**config.mk**
```make
export PLATFORM = sky130hd
export DESIGN_NAME = sar_search
export DESIGN_NICKNAME = d
export VERILOG_FILES = /design/src/rtl/sar_search.sv
export SDC_FILE = /design/constraint.sdc
export NUM_CORES = 1
export LEC_CHECK = 0
export BUFFER_PORTS_ARGS = -buffer_cell sky130_fd_sc_hd__buf_4
export CORE_MARGIN = 2
export CORE_UTILIZATION = 50
export CTS_CLUSTER_DIAMETER = 200
export DETAILED_ROUTE_END_ITERATION = 10
export GPL_TIMING_DRIVEN = 1
export HOLD_SLACK_MARGIN = 0.15
export PLACE_DENSITY = 0.76
export SLEW_MARGIN = 40
export SYNTH_ARGS = -nofsm -noshare
export SYNTH_HDL_FRONTEND = slang
export SYNTH_SLANG_ARGS = --single-unit
```
**constraint.sdc**
```tcl
create_clock -name clk -period 4.58 [get_ports clk]
set_input_delay 0.229 -clock clk [delete_from_list [all_inputs] [get_ports clk]]
set_output_delay 0.229 -clock clk [all_outputs]
set_load 0.005 [all_outputs]
```
**src/rtl/sar_search.sv**
```systemverilog
// rtl/sar_search.sv - successive-approximation search driven by an external comparator
// Finds the largest unsigned v <= hidden target, one bit per cycle, MSB first.
module sar_search #(
  parameter int N = 32
) (
  input  logic         clk,
  input  logic         rst,
  input  logic         start,
  input  logic         trial_gt,
  output logic [N-1:0] trial,
  output logic         busy,
  output logic         done,
  output logic [N-1:0] result
);

  localparam int IW = (N > 1) ? $clog2(N) : 1;

  localparam logic [1:0] ST_IDLE   = 2'd0;
  localparam logic [1:0] ST_SEARCH = 2'd1;
  localparam logic [1:0] ST_DONE   = 2'd2;

  localparam logic [IW-1:0] IDX_TOP = IW'(N - 1);

  logic [1:0]    state_q, state_d;
  logic [N-1:0]  acc_q, acc_d;
  logic [IW-1:0] idx_q, idx_d;
  logic [N-1:0]  result_q, result_d;
  logic [N-1:0]  bit_mask;

  assign bit_mask = {{(N-1){1'b0}}, 1'b1} << idx_q;

  always_comb begin
    state_d  = state_q;
    acc_d    = acc_q;
    idx_d    = idx_q;
    result_d = result_q;
    case (state_q)
      ST_IDLE: begin
        if (start) begin
          state_d = ST_SEARCH;
          acc_d   = '0;
          idx_d   = IDX_TOP;
        end
      end
      ST_SEARCH: begin
        // Keep the trial bit only when the trial did not overshoot the target.
        if (trial_gt) begin
          acc_d = acc_q & ~bit_mask;
        end else begin
          acc_d = acc_q | bit_mask;
        end
        if (idx_q != '0) begin
          idx_d = idx_q - IW'(1);
        end else begin
          state_d  = ST_DONE;
          result_d = acc_d;
        end
      end
      ST_DONE: begin
        state_d = ST_IDLE;
      end
      default: begin
        state_d = ST_IDLE;
      end
    endcase
  end

  always_ff @(posedge clk or posedge rst) begin
    if (rst) begin
      state_q  <= ST_IDLE;
      acc_q    <= '0;
      idx_q    <= IDX_TOP;
      result_q <= '0;
    end else begin
      state_q  <= state_d;
      acc_q    <= acc_d;
      idx_q    <= idx_d;
      result_q <= result_d;
    end
  end

  // Outputs decode straight from state so reset clears them without a clock edge.
  assign busy   = (state_q == ST_SEARCH);
  assign done   = (state_q == ST_DONE);
  assign trial  = busy ? (acc_q | bit_mask) : '0;
  assign result = result_q;

endmodule

```
==> metrics <==
GRT overflow 0; Initial DRC Count around 190; Max Fclk 397 MHz; Post-synth EDFFs 0; Tmin final around 2500 ps; multi-input logic area roughly 0.0019 sq mm; Setup Fix Bufs, Post-CTS 0; Mapped Cells roughly 400; share of the yosys chip area belonging to registers a little under half; first drt pass iteration count 7; largest net degree at the start of global routing 53; status finished clean; synth unique cells between 40 and 50; final setup fails 0; Tot Pwr between 0.003 and 0.004 W; CP top delay family flip-flops; die height approximately 92 um; All-Layer GR Usage 21.6%; Worst-Skew Late Latency 350 ps; Util after Layout between 60% and 70%; Nets between 400 and 500; cell mode on critical path nor2_1; Synth Flop Type dfrtp_1; worst vdd ir 0.316 mV; Slew headroom around half; Post-Syn Nets 405; Critical path buffers and inverters 1; # rows 32; skew final between 10 and 15 ps; TritonCTS Buffers 9; die width slightly above 90 um; Critical Path RT approximately 4400 ps; DR vias/cell between 5 and 6; first-pass GRT wire length 14.8 mm; Vias between 3000 and 4000; Routed Antenna Nets 0; layout cells sized above 1 25.4%; max_cap viols 0; Synth area leaders dfrtp_1 43%, o21ai_0 8.6%, a22o_1 7.2%; Cell Pwr Density 663 mW/mm^2; most area-hungry cell type in the Yosys netlist dfrtp_1; Critical Path Max Stage Delay a little under 1000 ps; CTS clock-pin slew for the worst setup and hold paths 80 ps; Starting Density just over 50%; Crit Path Max Fanout 39; H-tree levels 3; die area between 0.008 and 0.009 sq mm; area share of the largest cell type after synthesis approximately 43%; CP arrival about 2300 ps; Slowest cell on crit path dfstp_2; root buffer cell clkbuf_8; FF/Latch Area between 0.0015 and 0.002 sq mm; CTS sink cnt 71; Synth Cell Area ~0.0039 sq mm; endpoints failing hold 0; Final Wtd Congestion 0.799; vias in the first global route 3079; post-synthesis async set-or-reset flop share 100%; leakage around 2 nW; CP Cell Sequence nor4bb_1, nor2_1, nor2_1, buf_4; Reg2Reg Setup Slack 2180 ps; Avg Cell Area, Syn just under 10 sq um; IO Port Bufs 69; critical path type flip-flop to output port; synth warn 0; HP Class primary input to flip-flop; Final TNS setup 0 ps; synth-to-layout area growth 18.7%; synthesis-stage register bit count 71; final worst path period share 55.0%; Detailed Place HPWL around 5.6 mm; Startpoint Class flip-flop; initial antenna violation count 0; Setup crit end kind output port; CTS tree yes; FILL cells 690; Final Max Tran Viols 0; WL final just over 9 mm; worst-margin pin slew 748 ps; number of I/O pins 70; Core Area approximately 0.0076 sq mm; drc violations 0; DR WL/cell around 17 um; clock buffer depth 2; RSZ-0062 raised after global routing no; ant diodes 0
## flip-flops by register name, indices dropped and copies added, names as in the netlist
signal   count
acc_q       32
state_q      2
result      32
idx_q        5
## worst paths after layout
| kind | startpoint | end | depth (start not counted) |
|---|---|---|---|
| max in group asynchronous | rst | acc_q[31]$_DFFE_PP0P_ | 4 |
| worst min register to register | acc_q[24]$_DFFE_PP0P_ | acc_q[24]$_DFFE_PP0P_ | 1 |
| worst max-delay path | idx_q[3]$_DFFE_PP1P_ | trial[9] | 4 |
| worst min-delay path | start | idx_q[4]$_DFFE_PP1P_ | 3 |
| worst max register to register | state_q[1]$_DFFE_PP0P_ | result[29]$_DFFE_PP0P_ | 4 |
| min in group asynchronous | rst | result[22]$_DFFE_PP0P_ | 3 |
## cell usage after synthesis (2+ instances only)
library cell / number
and2_1: 19
nor3b_2: 2
clkbuf_2: 3
mux2_2: 3
a41oi_1: 2
and3_1: 2
buf_4: 2
and4b_1: 9
nor3_1: 2
and4bb_2: 5
nor2_1: 62
buf_2: 14
and3b_1: 4
inv_1: 9
a22o_1: 32
dfstp_2: 5
ha_1: 6
a31oi_1: 2
dfrtp_1: 66
o21ai_0: 67
o31ai_1: 18
nor4bb_1: 4
buf_6: 5
a211oi_1: 2
mux2i_1: 8
and4_1: 3
nor4b_2: 2
clkbuf_1: 12
a21oi_1: 9
o21ai_1: 3
## logic make-up after synthesis
family,after synthesis,share of synthesized area (%)
mux,12,3.32
buf+inv,45,6.07
compound gates,139,23.0
simple gates,122,19.7
flops,71,46.0
fa+ha+maj,6,1.94
## cell type report
cell class                      instances  share of cell area (%)
Multi-Input combinational cell        279                    40.5
Sequential cell                        71                    38.7
Timing Repair Buffer                   73                    12.0
Tap cell                              102                    2.77
Clock buffer                            9                    2.69
Clock inverter                          7                    2.64
Inverter                                9                   0.734
## power by group
group	internal (W)	switching, W	total (W)
sequential	0.000896	0.000269	0.00117
clock	0.000364	0.000251	0.000614
combinational	0.000661	0.000610	0.00127
total	0.00192	0.00113	0.00305
## layer usage
metal / vias to the layer above / routed length, um / global-route usage (%)
li1: 1535 / - / -
met1: 1539 / 4130 / 28.6
met2: 96 / 4390 / 35.8
met3: 10 / 568 / 3.53
met4: 0 / 102 / 7.46
met5: - / 0 / 0
## tightest hold or removal path, stage by stage
cell and delay (ps):
buf_4 110, nor3b_1 180, a21o_1 160
## stage by stage
stage / hold slack [ps] / std cells / area, sq um / worst slack [ps]
6_report: 339 / 550 / 4600 / 2060
5_1_grt: 348 / 550 / 4600 / 1890
4_1_cts: 335 / 550 / 4600 / 2060
3_5_place_dp: 336 / 533 / 4350 / 2160
3_3_place_gp: 334 / 533 / 4350 / 2290
2_1_floorplan: 425 / 395 / 3880 / 2560
## placed cells by master, fill, tap and decap left out, drive strengths merged, types with 6 or more instances in the layout
cell    count
and4b       9
ha          6
clkbuf      9
nor2       62
inv         9
mux2i       8
dfrtp      66
a22o       32
o31ai      19
buf        72
and2       19
a21oi       9
o21ai      70
## timing repair
action | 4_1_cts | 5_1_grt
hold buffers | 1 | 0
endpoints found under the setup margin | 0 | 0
resized for setup | 0 | 0
hold endpoints to repair | 28 | 0
(Power assumes the default switching activity.)
